## src/rtl/radio_serializer_if.sv

```systemverilog
`default_nettype none
// ============================================================================
// Module      : radio_serializer_if
// Description : Radio sample inputs, control and serial outputs of the
//               radio serializer, bundled with master/slave views.
// Revision    : 1.0
// ============================================================================
interface radio_serializer_if #(
    parameter int NUM_RADIOS = 2,
    parameter int BITS       = 2
);
    logic [NUM_RADIOS*BITS-1:0] RX_I;
    logic [NUM_RADIOS*BITS-1:0] RX_Q;
    logic [1:0]                 MODE;
    logic                       ENABLE;
    logic                       DATA_OUT;
    logic                       SYNC;
    logic                       MISC;

    modport master (
        output RX_I, RX_Q, MODE, ENABLE,
        input  DATA_OUT, SYNC, MISC
    );

    modport slave (
        input  RX_I, RX_Q, MODE, ENABLE,
        output DATA_OUT, SYNC, MISC
    );
endinterface
`default_nettype wire

```

## src/rtl/radio_serializer.sv

```systemverilog
`default_nettype none
// ============================================================================
// Module      : radio_serializer
// Description : Packs per-radio I/Q samples into W-bit frames and shifts them
//               out MSB-first with a SYNC marker; test-pattern/heartbeat modes.
// Revision    : 1.0
// ============================================================================
module radio_serializer #(
    parameter int NUM_RADIOS = 2,
    parameter int BITS       = 2,
    parameter int HB_W       = 26,
    parameter int HB_BIT     = 23
) (
    input  wire logic          DATA_CLK,
    input  wire logic          RST,
    radio_serializer_if.slave  bus
);
    localparam int W  = 2 * NUM_RADIOS * BITS;
    localparam int CW = $clog2(W);

    localparam logic [1:0] c_MODE_RADIO = 2'd0;
    localparam logic [1:0] c_MODE_COUNT = 2'd1;
    localparam logic [1:0] c_MODE_ALT   = 2'd2;
    localparam logic [1:0] c_MODE_HB    = 2'd3;

    logic [W-1:0]    in_d;
    logic [W-1:0]    in_q;
    logic [W-1:0]    alt_d;
    logic [W-1:0]    word_d;
    logic [W-1:0]    shreg_q;
    logic [W-1:0]    pat_q;
    logic [HB_W-1:0] hb_q;
    logic [CW-1:0]   bit_cnt_q;
    logic            dout_q;
    logic            sync_q;

    // Radio r fills bits [2r*BITS +: 2*BITS], I above Q, highest radio on top.
    for (genvar r = 0; r < NUM_RADIOS; r++) begin : g_pack
        assign in_d[(2*r+1)*BITS +: BITS] = bus.RX_I[r*BITS +: BITS];
        assign in_d[(2*r)*BITS   +: BITS] = bus.RX_Q[r*BITS +: BITS];
    end

    // 1010... from the MSB; an odd width naturally ends on a 1.
    for (genvar i = 0; i < W; i++) begin : g_alt
        assign alt_d[i] = (((W - 1 - i) % 2) == 0);
    end

    always_comb begin
        word_d = in_q;
        case (bus.MODE)
            c_MODE_RADIO: word_d = in_q;
            c_MODE_COUNT: word_d = pat_q;
            c_MODE_ALT:   word_d = alt_d;
            c_MODE_HB:    word_d = {W{hb_q[HB_BIT]}};
            default:      word_d = in_q;
        endcase
    end

    always_ff @(posedge DATA_CLK or posedge RST) begin
        if (RST) begin
            in_q      <= '0;
            shreg_q   <= '0;
            bit_cnt_q <= '0;
            pat_q     <= '0;
            hb_q      <= '0;
            dout_q    <= 1'b0;
            sync_q    <= 1'b0;
        end else begin
            in_q <= in_d;
            hb_q <= hb_q + 1'b1;
            if (!bus.ENABLE) begin
                bit_cnt_q <= '0;
                shreg_q   <= '0;
                dout_q    <= 1'b0;
                sync_q    <= 1'b0;
            end else if (bit_cnt_q == '0) begin
                dout_q    <= word_d[W-1];
                shreg_q   <= {word_d[W-2:0], 1'b0};
                sync_q    <= 1'b1;
                bit_cnt_q <= CW'(1);
                if (bus.MODE == c_MODE_COUNT) begin
                    pat_q <= pat_q + 1'b1;
                end
            end else begin
                dout_q    <= shreg_q[W-1];
                shreg_q   <= {shreg_q[W-2:0], 1'b0};
                sync_q    <= 1'b0;
                bit_cnt_q <= (bit_cnt_q == CW'(W - 1)) ? '0 : bit_cnt_q + 1'b1;
            end
        end
    end

    assign bus.DATA_OUT = dout_q;
    assign bus.SYNC     = sync_q;
    assign bus.MISC     = hb_q[HB_BIT];
endmodule
`default_nettype wire

```

## src/flat_wrapper.sv

```systemverilog
// flat-port wrapper written by rule: the top's interface ports become plain ports
module radio_serializer_flat 
#(
    parameter int NUM_RADIOS = 2,
    parameter int BITS       = 2,
    parameter int HB_W       = 26,
    parameter int HB_BIT     = 23
)
  (DATA_CLK, RST, bus_RX_I, bus_RX_Q, bus_MODE, bus_ENABLE, bus_DATA_OUT, bus_SYNC, bus_MISC);
  radio_serializer_if #(.NUM_RADIOS(NUM_RADIOS), .BITS(BITS)) bus_i ();
  input  wire logic DATA_CLK;
  input  wire logic RST;
  input wire logic [$bits(bus_i.RX_I)-1:0] bus_RX_I;
  input wire logic [$bits(bus_i.RX_Q)-1:0] bus_RX_Q;
  input wire logic [$bits(bus_i.MODE)-1:0] bus_MODE;
  input wire logic [$bits(bus_i.ENABLE)-1:0] bus_ENABLE;
  output wire logic [$bits(bus_i.DATA_OUT)-1:0] bus_DATA_OUT;
  output wire logic [$bits(bus_i.SYNC)-1:0] bus_SYNC;
  output wire logic [$bits(bus_i.MISC)-1:0] bus_MISC;
  assign bus_i.RX_I = bus_RX_I;
  assign bus_i.RX_Q = bus_RX_Q;
  assign bus_i.MODE = bus_MODE;
  assign bus_i.ENABLE = bus_ENABLE;
  assign bus_DATA_OUT = bus_i.DATA_OUT;
  assign bus_SYNC = bus_i.SYNC;
  assign bus_MISC = bus_i.MISC;
  radio_serializer #(.NUM_RADIOS(NUM_RADIOS), .BITS(BITS), .HB_W(HB_W), .HB_BIT(HB_BIT)) u_core (.DATA_CLK(DATA_CLK), .RST(RST), .bus(bus_i));
endmodule
```

## config.mk

```make
export PLATFORM = sky130hd
export DESIGN_NAME = radio_serializer_flat
export DESIGN_NICKNAME = d
export VERILOG_FILES = /design/src/rtl/radio_serializer_if.sv /design/src/rtl/radio_serializer.sv /design/src/flat_wrapper.sv
export SDC_FILE = /design/constraint.sdc
export NUM_CORES = 1
export LEC_CHECK = 0
export BUFFER_PORTS_ARGS = -buffer_cell sky130_fd_sc_hd__buf_2
export CAP_MARGIN = 30
export CORE_MARGIN = 2
export CORE_UTILIZATION = 44
export CTS_CLUSTER_SIZE = 16
export DETAILED_ROUTE_END_ITERATION = 10
export HOLD_SLACK_MARGIN = 0.06
export PLACE_DENSITY_LB_ADDON = 0.25
export SYNTH_ARGS = -nofsm -noshare
export SYNTH_HDL_FRONTEND = slang
export SYNTH_SLANG_ARGS = --single-unit
```

## constraint.sdc

```tcl
create_clock -name DATA_CLK -period 2.1 [get_ports DATA_CLK]
set_clock_uncertainty 0.05 [all_clocks]
set_input_delay 0.105 -clock DATA_CLK [delete_from_list [all_inputs] [get_ports DATA_CLK]]
set_output_delay 0.105 -clock DATA_CLK [all_outputs]
set_load 0.005 [all_outputs]
```

# ---- Word-level counts from Yosys, hierarchy flattened
# Cells that the tools add are included.
dict set report word_totals {
  register_bits 55
  word_cells 27
  out_inout_bits 3
  in_bits 13
}
dict set report op_classes {
  eq_ne 4
  n_addsub 3
  n_reduce_logical 3
  mux 10
}
# op count
set ops {}
lappend ops {{$pmux W8 S4} 1}
lappend ops {{$add A26 B1 Y26 const B} 1}
lappend ops {{$mux W8} 2}
lappend ops {{$mux W3} 3}
lappend ops {{$add A8 B1 Y8 const B} 1}
lappend ops {{$eq A2 B2 Y1 const B} 2}
lappend ops {{$mux W1} 4}
lappend ops {{$add A3 B1 Y3 const B} 1}
lappend ops {{$eq A3 B3 Y1 const B} 1}
lappend ops {{$logic_not A3 Y1} 1}
lappend ops {{$reduce_and A3 Y1} 1}
lappend ops {{$eq A2 B1 Y1 const B} 1}
lappend ops {{$logic_not A2 Y1} 1}

# ---- Longest topological paths before layout
# Gate-level depths: netlist of run 1.
dict set report depth {
  word_depth 4
  ltp_mapped 6
  depth_no_buf 6
}

# ---- Worst setup path before layout of run 1
# Ideal clock, no wire load.
dict set report synth_path {
  path_kind {register to register}
  start {register u_core.bit_cnt_q[0]}
  end {register u_core.pat_q[1]}
  required_ns 1.923
  path_stages_with_launch 6
  arrival_time_ns 1.347
  synth_period_minus_slack_ns 1.524
  setup_ns 0.127
  slack_ns 0.576
  n_path_buf 0
  cell_sequence {dfrtp_1 > inv_1 > ha_1 > nand4b_1 > or2_2 > mux2_1}
}
dict set report synth_between {
  elab_chain_len 2
}
# item line
set synth_lines {}
lappend synth_lines {{start: declaration} radio_serializer.sv:33} ;# logic [CW-1:0] bit_cnt_q;
lappend synth_lines {{start signal: assignment} radio_serializer.sv:88} ;# bit_cnt_q <= (bit_cnt_q == CW'(W - 1)) ? '0 : bit_cnt_q + 1'b1;
lappend synth_lines {{$logic_not A3 Y1} radio_serializer.sv:76} ;# end else if (bit_cnt_q == '0) begin
lappend synth_lines {{$reduce_and A3 Y1 (no line)} n/a}
lappend synth_lines {{end signal: assignment} radio_serializer.sv:82} ;# pat_q <= pat_q + 1'b1;
lappend synth_lines {{end: declaration} radio_serializer.sv:31} ;# logic [W-1:0] pat_q;
# No other way between the ends.
# A chain may end at the register's enable or synchronous reset.

# ---- Worst setup path after layout of run 1
dict set report layout_path {
  start {register u_core.bit_cnt_q[0]}
  end {register u_core.pat_q[5]}
}
# The elaborated chain is that of the path after synthesis.

==> qor.yml, run 1 <==
placed_design:
  post-dp-hpwl_um: 2740
  post_dp_cell_area_um2: 2450
  numPortBuffers: 15
  gp_congestion: 0.733
timing:
  hold_violations: 0
  rsz0062_at_grt: "no"
  post-route-period-util: 0.861
  clock.fmax_mhz: 553
  setup_violations: 0
  drv_slew: 0
  relSlewSlack: 0.671
  layout_min_cycle_time_ns: 1.81
  worst_pin_slew_ns: 0.493
  fin_setup_tns_ns: 0
worst_setup_path:
  startpoint_type: "flop"
  cp_num_buf_inv: 1
  critPathMaxStageDelay_ns: 0.45
  critPathTopFamily: "simple AND/OR/NAND/NOR gates"
  worstSetupPathType: "flop to flop"
  cp-end-kind: "flop"
  crit_slowest_cell: "nor3_1"
  path_cells: "inv_1, ha_1, nand4b_1, nor3_1, nand4_1, xnor2_1"
  worstPathRequired_ns: 2.24
  critPathMaxFanout: 3
  worstPathArrival_ns: 1.95
cts:
  cts_sinks: 52
  cts-hold-fix-buffers: 9
  cts_made_buffers: 5
  cts_resized: 0
  clk_latency_ns: 0.30
  clockRootBuffer: "clkbuf_8"
  cts.path.max_buffers: 2
  cts_tree: "yes"
  cts_setup_buffers: 0
  h-tree-depth: 2
  clk_pin_slew_ns: 0.09
drt:
  antenna_left: 0
  drc_errors: 0
  vias_per_cell: 4.95
  detail_route.wl_per_cell_um: 13.6
  drtIter0Drc: 59
  dr.pass1.iters: 4
  vias: 1436
  wirelength_um: 3940
logic_synthesis:
  synthCells: 190
  syn_area_um2: 2290
  synth_area_leaders: "dfrtp_1 57%, xnor2_1 8.4%, ha_1 2.7%"
  async_flop_share: 1.00
  syn_nets: 208
  synthFlopType: "dfrtp_1"
  avgSynthCellArea_um2: 12.1
  synth-edff-count: 0
  synth.distinct_cells: 34
  synth_top_area_cell: "dfrtp_1"
  synth_warnings: 0
  netlist.area_leader.share: 0.568
  ys_seq_area_frac: 0.568
  yosys_register_bits: 52
finish:
  drive_above_1_share: 0.182
  design_area_um2: 2650
  final_util: 0.523
  multiInputGateArea_um2: 950
  seqCellArea_um2: 1300
  final_nets: 237
  diodes: 0
  synthToLayoutAreaGrowth_pct: 15.8
  layout_common_cells: "52 x dfrtp_1, 22 x xnor2_1, 15 x buf_2"
  final_common_cell: "dfrtp_1"
  n_fill_cell: 483
global_routing:
  grt_first_pass_wirelength_um: 7120
  grtUsageTotal: 0.154
  grt_start_max_net_pins: 24
  grt_overflow: 0
  grt_pass1_vias: 1538
  antenna_found_initial: 0
die:
  die-area_um2: 5800
  io-pin-count: 16
  start_util: 0.451
  die_y_um: 76.2
  die_x_um: 76.2
  coreArea_um2: 5070
  rows: 26
run_status:
  status: "complete, no violations"
worst_hold_path:
  hold_class: "input port to flop"
pwr:
  leakagePower_nw: 1.19
  power_density_nw_per_um2: 755
  vdd_ir_drop_max_mv: 0.372
job:
  maxCapViolCount: 0
==> metal layers <==
layer	part of all wire	global-route usage	routed length, um	vias up
li1	-	-	-	715
met1	0.45	0.196	1780	683
met2	0.50	0.255	1970	34
met3	0.041	0.0391	162	4
met4	0.0086	0.0545	34	0
met5	0	0	0	-
==> cells by family after synthesis <==
| group | count (synthesis) | share of synthesized area |
|---|---|---|
| and+or+nand+nor | 69 | 0.190 |
| DFF | 52 | 0.568 |
| xor gates and xnor gates | 29 | 0.111 |
| AOI/OAI and AO/OA | 20 | 0.0617 |
| buffers and inverters | 10 | 0.0175 |
| muxes | 5 | 0.0246 |
| adders and majority gates | 5 | 0.0273 |
==> worst reg2reg max path: cells and delay by family (launching register included) <==
family        cells  cell delay [ns]
simple gates      3             0.83
flops             1             0.41
buf+inv           1             0.06
fa+ha+maj         1             0.18
xor+xnor          1             0.16
==> cells in the mapped netlist, types with 2 or more instances <==
cell      count
buf_2         2
nor2b_1       3
and3_1        3
nor2_1       13
a221oi_1      3
and2_1        3
a21boi_0      4
dfrtp_1      52
nand3_1      12
mux2_2        4
ha_1          5
nor3_1        3
nand4_1       6
nand2_1      12
inv_1         5
nor3_2        2
clkbuf_1      3
xnor2_1      22
o21ai_0       7
o311ai_0      4
and4_1        2
xor2_1        7
nand4_4       2
==> where the power goes <==
part	leakage, nW	total [mW]	switching (mW)	internal, mW
clock network	0.0552	0.656	0.302	0.354
registers	0.680	1.13	0.0636	1.07
logic	0.460	0.216	0.111	0.105
total	1.19	2.00	0.477	1.53
==> final timing paths <==
kind,start,endpoint,slack [ns],cells after the start
hold reg to reg,u_core.hb_q[22],u_core.hb_q[22],0.42,1
setup / recovery,u_core.bit_cnt_q[0],u_core.pat_q[5],0.29,6
max in group asynchronous,RST,u_core.hb_q[8],1.09,4
min in group asynchronous,RST,u_core.hb_q[19],0.32,3
hold / removal,bus_ENABLE,u_core.shreg_q[7],0.08,3
setup reg to reg,u_core.bit_cnt_q[0],u_core.pat_q[5],0.29,6
==> flip-flops by register name, summed over array words and instances (netlist names) <==
register,cells
u_core.bit_cnt_q,3
u_core.bus.DATA_OUT,1
u_core.bus.SYNC,1
u_core.hb_q,24
u_core.in_q,8
u_core.pat_q,8
u_core.shreg_q,7
==> final cells by class <==
| type | count | share of cell area |
|---|---|---|
| flip-flops and latches | 52 | 0.491 |
| multi-input cells | 128 | 0.358 |
| repair buffers | 27 | 0.0708 |
| well taps | 70 | 0.0330 |
| clock buffers | 6 | 0.0274 |
| clock inverters | 2 | 0.0132 |
| inverters | 5 | 0.00708 |
==> stage by stage <==
stage | power, mW | hold WS (ns) | setup slack (ns) | std cells
floorplan | 1.27 | 0.0864 | 0.576 | 190
global placement | 1.34 | 0.103 | 0.519 | 273
detailed placement | 1.35 | 0.114 | 0.435 | 273
CTS | 2.03 | 0.0695 | 0.358 | 290
global route | 2.12 | 0.0634 | 0.239 | 290
finish | 2.00 | 0.0797 | 0.292 | 290
Note: power is estimated with default switching activity, not from simulation.
==> run 2, diff against run 1 <==
==> constraint.sdc (replaced) <==
create_clock -name DATA_CLK -period 2.1 [get_ports DATA_CLK]
set_clock_uncertainty 0.05 [all_clocks]
set_input_delay 0 -clock DATA_CLK [delete_from_list [all_inputs] [get_ports DATA_CLK]]
set_output_delay 0 -clock DATA_CLK [all_outputs]
set_load 0.005 [all_outputs]
==> qor.yml, run 2 (same netlist as run 1, synthesis figures left out) <==
run_status:
  status: "complete, no violations"
drt:
  wirelength_um: 3840
  vias: 1443
  drtIter0Drc: 98
  detail_route.wl_per_cell_um: 13.2
  drc_errors: 0
  antenna_left: 0
  vias_per_cell: 4.98
  dr.pass1.iters: 4
worst_setup_path:
  critPathTopFamily: "simple AND/OR/NAND/NOR gates"
  worstSetupPathType: "flop to flop"
  crit_slowest_cell: "dfrtp_1"
  worstRegToRegCells: 5
  r2r-end: "u_core.pat_q[1]"
  worstPathRequired_ns: 2.24
  cp_num_buf_inv: 1
  worstReg2RegStart: "u_core.bit_cnt_q[0]"
  critPathMaxStageDelay_ns: 0.41
  rrSetupSlack_ns: 0.49
  worstPathArrival_ns: 1.75
  startpoint_type: "flop"
  critPathMaxFanout: 3
  cp-end-kind: "flop"
  path_cells: "inv_1, ha_1, nand4b_1, or2_2, mux2_1"
cts:
  cts_made_buffers: 5
  cts_tree: "yes"
  clockRootBuffer: "clkbuf_8"
  h-tree-depth: 2
  cts_sinks: 52
  cts_resized: 0
  clk_pin_slew_ns: 0.09
  clk_latency_ns: 0.30
  cts.path.max_buffers: 2
worst_hold_path:
  min_path_cells: 3
  hold_class: "input port to flop"
  min_to: "u_core.shreg_q[7]"
  min-delay-start: "bus_MODE[0]"
pwr:
  vdd_ir_drop_max_mv: 0.397
  leakagePower_nw: 1.19
  power_density_nw_per_um2: 754
  p_total_mw: 2.00
global_routing:
  grt_start_max_net_pins: 53
  grt_first_pass_wirelength_um: 6670
  grt_overflow: 0
  grtUsageTotal: 0.148
  grt_pass1_vias: 1401
  antenna_found_initial: 0
placed_design:
  numPortBuffers: 15
  gp_congestion: 0.729
  post-dp-hpwl_um: 2520
finish:
  final_nets: 237
  reg.largest.list: "u_core.hb_q x24, u_core.in_q x8, u_core.pat_q x8"
  drive_above_1_share: 0.177
  layout_common_cells: "52 x dfrtp_1, 22 x xnor2_1, 15 x buf_2"
  final_common_cell: "dfrtp_1"
  synthToLayoutAreaGrowth_pct: 15.9
  diodes: 0
  final_util: 0.523
  largest-register: "u_core.hb_q"
  largest_register_ffs: 24
timing:
  rsz0062_at_grt: "no"
  hold_ws_ns: 0.118
  drv_slew: 0
  relSlewSlack: 0.572
  fin_setup_tns_ns: 0
  clock.fmax_mhz: 620
  setup_violations: 0
  layout_min_cycle_time_ns: 1.61
  worst_pin_slew_ns: 0.643
  hold_violations: 0
  post-route-period-util: 0.768
die:
  coreArea_um2: 5070
  die-area_um2: 5800
  rows: 26
  start_util: 0.451
  die_x_um: 76.2
  io-pin-count: 16
  die_y_um: 76.2
job:
  maxCapViolCount: 0
-- run 2: metal layers --
layer	wire length, um	GRT usage
met5	0	0
met2	1890	0.228
met4	40	0.0545
met3	134	0.0533
met1	1770	0.194
-- run 2: repair_timing --
item,4_1_cts,5_1_grt
setup buffers,0,0
endpoints found under the hold margin,71,0
hold buffers,10,0
-- run 2: area by class of cell --
class | count | area, um2
Fill cell | 481 | 2420
Inverter | 5 | 18.8
Timing Repair Buffer | 27 | 190
Clock buffer | 6 | 72.6
Clock inverter | 2 | 35.0
Sequential cell | 52 | 1300
Multi-Input combinational cell | 128 | 950
Tap cell | 70 | 87.6
-- run 2: report_power, final --
| group | internal (mW) | switching (mW) | leakage, nW |
|---|---|---|---|
| clock network | 0.354 | 0.317 | 0.0552 |
| logic | 0.104 | 0.105 | 0.459 |
| registers | 1.07 | 0.0568 | 0.680 |
-- run 2: worst max path at each step --
stage	start	end	slack (ns)	cells past startpoint
floorplan	u_core.bit_cnt_q[0]	u_core.pat_q[1]	0.58	5
global placement	u_core.bit_cnt_q[0]	u_core.pat_q[1]	0.52	5
detailed placement	u_core.bit_cnt_q[0]	u_core.pat_q[1]	0.50	5
CTS	u_core.bit_cnt_q[0]	u_core.pat_q[1]	0.48	5
global route	u_core.bit_cnt_q[0]	u_core.pat_q[5]	0.30	6
finish	u_core.bit_cnt_q[0]	u_core.pat_q[1]	0.49	5
-- run 2: through the flow --
stage | std cells | instance area [um2] | setup WS [ns]
floorplan | 190 | 2290 | 0.576
global placement | 272 | 2450 | 0.520
detailed placement | 272 | 2450 | 0.497
CTS | 290 | 2660 | 0.478
global route | 290 | 2660 | 0.298
finish | 290 | 2660 | 0.488
-- run 2: worst reg2reg max path, stage by stage (launching register included) --
cell and delay (ns):
dfrtp_1 0.41, inv_1 0.06, ha_1 0.17, nand4b_1 0.16, or2_2 0.34, mux2_1 0.31
